### config.mk
export PLATFORM = sky130hd
export DESIGN_NAME = cordic_rotator
export DESIGN_NICKNAME = d
export VERILOG_FILES = /design/src/rtl/cordic_rotator_pkg.sv /design/src/rtl/cordic_rotator_micro_rotation.sv /design/src/rtl/cordic_rotator.sv
export SDC_FILE = /design/constraint.sdc
export NUM_CORES = 1
export LEC_CHECK = 0
export CAP_MARGIN = 30
export CORE_MARGIN = 2
export CORE_UTILIZATION = 30
export CTS_BUF_LIST = sky130_fd_sc_hd__clkbuf_4 sky130_fd_sc_hd__clkbuf_8
export CTS_CLUSTER_DIAMETER = 40
export DETAILED_ROUTE_END_ITERATION = 12
export GPL_TIMING_DRIVEN = 0
export HOLD_SLACK_MARGIN = 0.02
export PLACE_DENSITY = 0.56
export SYNTH_ARGS = -nofsm -noshare
export SYNTH_HDL_FRONTEND = slang
export SYNTH_SLANG_ARGS = --single-unit
### constraint.sdc
create_clock -name clock -period 13 [get_ports clock]
set_clock_uncertainty 0.1 [all_clocks]
set_input_delay 2.6 -clock clock [delete_from_list [all_inputs] [get_ports clock]]
set_output_delay 2.6 -clock clock [all_outputs]
set_load 0.01 [all_outputs]
### src/rtl/cordic_rotator_pkg.sv
// Shared constants for the rotation-mode CORDIC engine: FSM encoding,
// Q2.30 angle constants and the arctangent lookup table.
package cordic_rotator_pkg;

   typedef enum logic [1:0] {
      ST_IDLE = 2'd0,
      ST_RUN  = 2'd1,
      ST_DONE = 2'd2
   } state_e;

   localparam int          ATAN_ENTRIES = 30;
   localparam logic [31:0] INV_K        = 32'h26DD3B6A;
   localparam logic [31:0] PI_2         = 32'h6487ED51;
   localparam logic [31:0] PI_4         = 32'h3243F6A8;

   // round(atan(2^-i) * 2^30), evaluated at elaboration time. Entry 0 is
   // pi/4 rounded to nearest; the others come from the alternating series
   // atan(t) = t - t^3/3 + t^5/5 - ..., summed at 2^61 scale.
   function automatic logic [31:0] atan_q30(input int i);
      longint acc;
      longint term;
      int     e;
      if (i == 0) begin
         return 32'h3243F6A9;
      end else begin
         acc = 64'sd0;
         for (int k = 0; k < 31; k++) begin
            e = 61 - i * (2 * k + 1);
            if (e >= 0) begin
               term = (64'sd1 <<< e) / longint'(2 * k + 1);
               if ((k % 2) == 0) begin
                  acc = acc + term;
               end else begin
                  acc = acc - term;
               end
            end else begin
               term = 64'sd0;
            end
         end
         return 32'((acc + (64'sd1 <<< 30)) >>> 31);
      end
   endfunction

   // 32-entry table so a 5-bit counter indexes it directly; entries 30/31 unused.
   function automatic logic [31:0][31:0] build_atan_table();
      logic [31:0][31:0] t;
      for (int i = 0; i < 32; i++) begin
         if (i < ATAN_ENTRIES) begin
            t[i] = atan_q30(i);
         end else begin
            t[i] = 32'd0;
         end
      end
      return t;
   endfunction

   localparam logic [31:0][31:0] ATAN_TABLE = build_atan_table();

endpackage

### src/rtl/cordic_rotator_micro_rotation.sv
// One CORDIC micro-rotation step: rotate (x, y) by +/-atan(2^-i) depending on
// the sign of the residual angle z, driving z toward zero.
module cordic_micro_rotation
   import cordic_rotator_pkg::*;
#(
   parameter int WIDTH = 32
) (
   input  logic [WIDTH-1:0] x_in,
   input  logic [WIDTH-1:0] y_in,
   input  logic [WIDTH-1:0] z_in,
   input  logic [4:0]       shift,
   input  logic [WIDTH-1:0] atan_in,
   output logic [WIDTH-1:0] x_out,
   output logic [WIDTH-1:0] y_out,
   output logic [WIDTH-1:0] z_out
);

   logic signed [WIDTH-1:0] x_sh_s;
   logic signed [WIDTH-1:0] y_sh_s;

   // Sign-extending shifts of the pre-update coordinates.
   always_comb begin
      x_sh_s = $signed(x_in) >>> shift;
      y_sh_s = $signed(y_in) >>> shift;
   end

   // Add/subtract scheme chosen by the sign of z; arithmetic wraps modulo 2^WIDTH.
   always_comb begin
      if (z_in[WIDTH-1] == 1'b0) begin
         x_out = x_in - y_sh_s;
         y_out = y_in + x_sh_s;
         z_out = z_in - atan_in;
      end else begin
         x_out = x_in + y_sh_s;
         y_out = y_in - x_sh_s;
         z_out = z_in + atan_in;
      end
   end

endmodule

### src/rtl/cordic_rotator.sv
// Iterative rotation-mode CORDIC: one micro-rotation per clock under an
// IDLE/RUN/DONE FSM with a start/done handshake.
module cordic_rotator
   import cordic_rotator_pkg::*;
#(
   parameter int ITERATIONS = 16,
   parameter int WIDTH      = 32
) (
   input  logic             clock,
   input  logic             reset,
   input  logic             start,
   input  logic [WIDTH-1:0] x_in,
   input  logic [WIDTH-1:0] y_in,
   input  logic [WIDTH-1:0] z_in,
   output logic             busy,
   output logic             done,
   output logic [WIDTH-1:0] x_out,
   output logic [WIDTH-1:0] y_out,
   output logic [WIDTH-1:0] z_out
);

   localparam logic [4:0] LAST_ITER = 5'(ITERATIONS - 1);

   state_e           state_q, state_d;
   logic [4:0]       iter_q, iter_d;
   logic [WIDTH-1:0] x_q, x_d, y_q, y_d, z_q, z_d;
   logic             busy_q, busy_d, done_q, done_d;
   logic [WIDTH-1:0] atan_s;
   logic [WIDTH-1:0] x_rot_s, y_rot_s, z_rot_s;

   // Arctangent for the current iteration.
   always_comb begin
      atan_s = WIDTH'(ATAN_TABLE[iter_q]);
   end

   cordic_micro_rotation #(.WIDTH(WIDTH)) u_micro (
      .x_in    (x_q),
      .y_in    (y_q),
      .z_in    (z_q),
      .shift   (iter_q),
      .atan_in (atan_s),
      .x_out   (x_rot_s),
      .y_out   (y_rot_s),
      .z_out   (z_rot_s)
   );

   // Next-state, counter and working-register update; busy/done follow the next state.
   always_comb begin
      state_d = state_q;
      iter_d  = iter_q;
      x_d     = x_q;
      y_d     = y_q;
      z_d     = z_q;
      case (state_q)
         ST_IDLE, ST_DONE: begin
            if (start) begin
               x_d     = x_in;
               y_d     = y_in;
               z_d     = z_in;
               iter_d  = 5'd0;
               state_d = ST_RUN;
            end else begin
               state_d = ST_IDLE;
            end
         end
         ST_RUN: begin
            x_d = x_rot_s;
            y_d = y_rot_s;
            z_d = z_rot_s;
            if (iter_q == LAST_ITER) begin
               state_d = ST_DONE;
            end else begin
               iter_d = iter_q + 5'd1;
            end
         end
         default: begin
            state_d = ST_IDLE;
         end
      endcase
      busy_d = (state_d == ST_RUN);
      done_d = (state_d == ST_DONE);
   end

   // State and datapath registers with asynchronous clear.
   always_ff @(posedge clock or posedge reset) begin
      if (reset) begin
         state_q <= ST_IDLE;
         iter_q  <= 5'd0;
         x_q     <= '0;
         y_q     <= '0;
         z_q     <= '0;
         busy_q  <= 1'b0;
         done_q  <= 1'b0;
      end else begin
         state_q <= state_d;
         iter_q  <= iter_d;
         x_q     <= x_d;
         y_q     <= y_d;
         z_q     <= z_d;
         busy_q  <= busy_d;
         done_q  <= done_d;
      end
   end

   assign busy  = busy_q;
   assign done  = done_q;
   assign x_out = x_q;
   assign y_out = y_q;
   assign z_out = z_q;

endmodule

==> impl_metrics.py <==
metrics = {
    "outcome": {
        "outcome": "completed",
    },
    "detailed_routing": {
        "route.met2.wl_mm": 37.6,
        "route.detailed.drc": 0,
        "via_count": 17600,
        "vias_per_cell": 6.01,
        "wire_per_inst_um": 29.2,
        "detail-route-antenna-nets": 0,
        "drt-total-wl_mm": 85.8,
        "met3WireLength_mm": 6.05,
        "drtPass1Iterations": 8,
        "drt-initial-drc-count": 1789,
        "drt-met1-wl_mm": 39.0,
        "top_layer": "met4",
    },
    "yosys": {
        "postSynthAreaPerCell_um2": 7.77,
        "synth_area_um2": 15700,
        "ys_types": 84,
        "ys_warn_count": 0,
        "synthTopCellsByArea": "dfrtp_1 (17%), ha_1 (9.3%), mux4_2 (9.2%), nand2_1 (6.7%), xnor2_1 (5.6%)",
        "ys_ff_latch": 105,
        "synthArstFlopShare": 1.00,
        "synth_top_area_share": 0.168,
        "yosysTopAreaCell": "dfrtp_1",
        "syn_nets": 2237,
        "synth_flop_cell": "dfrtp_1",
        "postSynthCellCount": 2018,
        "yosysSeqAreaShare": 0.168,
        "synth.most_common_cell": "nand2_1",
        "synth_commonest_cells": "nand2_1 (278), nor2_1 (191), a21oi_1 (168)",
        "synth_edf_count": 0,
    },
    "global_routing": {
        "grt_max_degree": 59,
        "grt_antenna_before_repair": 3,
        "grt_pass1_vias": 16700,
        "track_usage": 0.315,
        "grt-ovfl-total": 0,
        "grt_pass1_wl_mm": 122,
    },
    "die": {
        "coreArea_um2": 51500,
        "dieHeight_um": 233,
        "start_util": 0.305,
        "row_count": 83,
        "dieWidth_um": 233,
        "io_pins": 197,
        "die_area_um2": 54100,
    },
    "finish": {
        "fill_cells": 5478,
        "stdcell_count": 2934,
        "area_growth_pct": 21.1,
        "layout.nets": 2465,
        "utilization": 0.369,
        "drive_gt1_frac": 0.0804,
        "multi_input_area_um2": 12300,
        "seq_area_um2": 2630,
    },
    "sta": {
        "final-max-slew-violation-count": 0,
        "relSlewSlack": 0.238,
        "fmax_ghz": 0.121,
        "setup_violations": 0,
        "finalHoldViolCount": 0,
        "min_period_over_period": 0.635,
        "worstMarginPinSlew_ns": 1.14,
        "min_period_ns": 8.25,
        "rsz0062_at_grt": "false",
        "fin_tns_setup_ns": 0,
    },
    "job": {
        "maxCapViolations": 0,
    },
    "placement": {
        "gp_congestion": 1.00,
        "portBuffers": 196,
        "dpl.hpwl_mm": 69.8,
        "dp_cells": 2913,
    },
    "critical_path": {
        "cp_slowest_cell": "a211oi_1",
        "cp.required_ns": 13.26,
        "cp.arrival_ns": 8.51,
        "critPathMaxFanout": 10,
        "worstSetupPathType": "reg -> reg",
        "critical_path.startpoint_type": "flip-flop",
        "reg2reg_from": "iter_q[0]",
        "reg2reg_depth": 24,
        "crit_start": "iter_q[0]",
        "endpoint_kind": "flip-flop",
        "crit_chain": "buf_2 -> buf_2 -> clkinv_1 -> ha_1 -> clkbuf_1 -> and2_1 -> a21oi_1 -> a2bb2oi_1 -> nor4b_1 -> nand2_1 -> nor4_1 -> nor2_1 -> xnor2_1 -> ha_1 -> a21o_1 -> a21o_1 -> nand2_1 -> o21ai_0 -> a211oi_1 -> a31oi_1 -> o41ai_1 -> o21ai_0 -> xnor2_1 -> a21oi_1",
        "reg2reg_setup_slack_ns": 4.75,
        "critical-path-max-stage-delay_ns": 0.80,
        "worstReg2RegEnd": "z_out[30]",
    },
    "hold_path": {
        "hold_end": "z_out[7]",
        "min_path_type": "reg -> reg",
        "holdPathStages": 2,
        "hp-start": "z_out[7]",
    },
    "cts": {
        "clock_latency_ns": 0.50,
        "cts_sinks": 105,
        "cts_tree": "built",
        "clock-root-buffer": "clkbuf_8",
        "cts_setup_buffers": 0,
        "clk_pin_slew_ns": 0.13,
        "hold_buffers": 0,
        "cts_buffers": 9,
        "htree_num_levels": 3,
        "ctsLongestPathBuffers": 2,
        "cts_resized": 0,
    },
}
[layout by cell type, fill, tap and decap left out, drive strengths merged, types with 7 or more instances in the layout]
master,count
a221oi,9
nand4,8
clkbuf,87
nor2b,16
nor4,9
nor2,191
nand2b,25
o21ai,113
a22oi,25
o21bai,13
a32oi,10
xnor2,101
nand2,278
nand3,47
o21a,19
nor3b,7
mux2,22
clkdlybuf4s50,196
ha,117
buf,76
a21o,42
and3,26
o211ai,24
a21oi,168
a211oi,19
mux2i,44
mux4,64
or3,14
xor2,64
a211o,8
or2,9
dfrtp,105
and2,20
o22ai,20
o31ai,14
inv,54
a31oi,77
nor3,24
[worst max-delay path: cells and delay by family (launching register included)]
kind / cells / cell delay (ns)
XOR/XNOR: 2 / 0.38
AND/OR/NAND/NOR: 6 / 1.73
buffers and inverters: 4 / 1.55
AO/OA/AOI/OAI: 10 / 3.08
adder cells (fa/ha/maj): 2 / 0.75
flip-flops: 1 / 0.49
[state kept, by name, indices dropped and copies added, names as in the netlist]
name and count:
busy 1, done 1, iter_q 5, state_q 2
x_out 32, y_out 32, z_out 32
[routing by layer]
metal | vias to the layer above | global-route usage
met1 | 8755 | 0.441
met2 | 844 | 0.484
li1 | 7908 | -
met3 | 122 | 0.0485
met4 | 0 | 0.120
met5 | - | 0
[layout make-up]
cell class / count / area share
sequential: 105 / 0.138
buffer: 133 / 0.0304
inverter: 50 / 0.0101
multi-input combinational: 1730 / 0.647
tap: 680 / 0.0448
clock buffer: 9 / 0.00652
antenna: 3 / 0.000395
timing repair buffer: 217 / 0.119
clock inverter: 7 / 0.00310
[logic make-up (layout without fill, tap and decap cells)]
family / Yosys count / count (layout) / synth area share
other: 0 / 3 / 0
buffers and inverters: 183 / 416 / 0.0488
DFF: 105 / 105 / 0.168
and+or+nand+nor: 691 / 691 / 0.202
adders and majority gates: 120 / 120 / 0.0972
muxes: 130 / 130 / 0.136
AOI/OAI and AO/OA: 624 / 624 / 0.256
xor gates and xnor gates: 165 / 165 / 0.0921
[worst max-delay path by stage]
stage,to,slack (ns),depth (start not counted)
6_report,z_out[30],4.75,24
2_1_floorplan,y_out[29],7.14,30
4_1_cts,z_out[28],4.96,24
3_5_place_dp,z_out[30],5.04,24
3_3_place_gp,z_out[28],5.08,24
5_1_grt,z_out[28],4.25,24
[per-stage QoR]
step	worst slack (ns)	instance area [um^2]	hold slack, ns
final	4.75	19000	0.481
after global routing	4.25	19000	0.511
after CTS	4.96	19000	0.489
after detailed placement	5.04	18800	0.458
after global placement	5.08	18500	0.446
after floorplan	7.14	15700	0.462
Power is not shown: default switching activity piles up to over one toggle a cycle in this logic, so the estimate is an artifact.
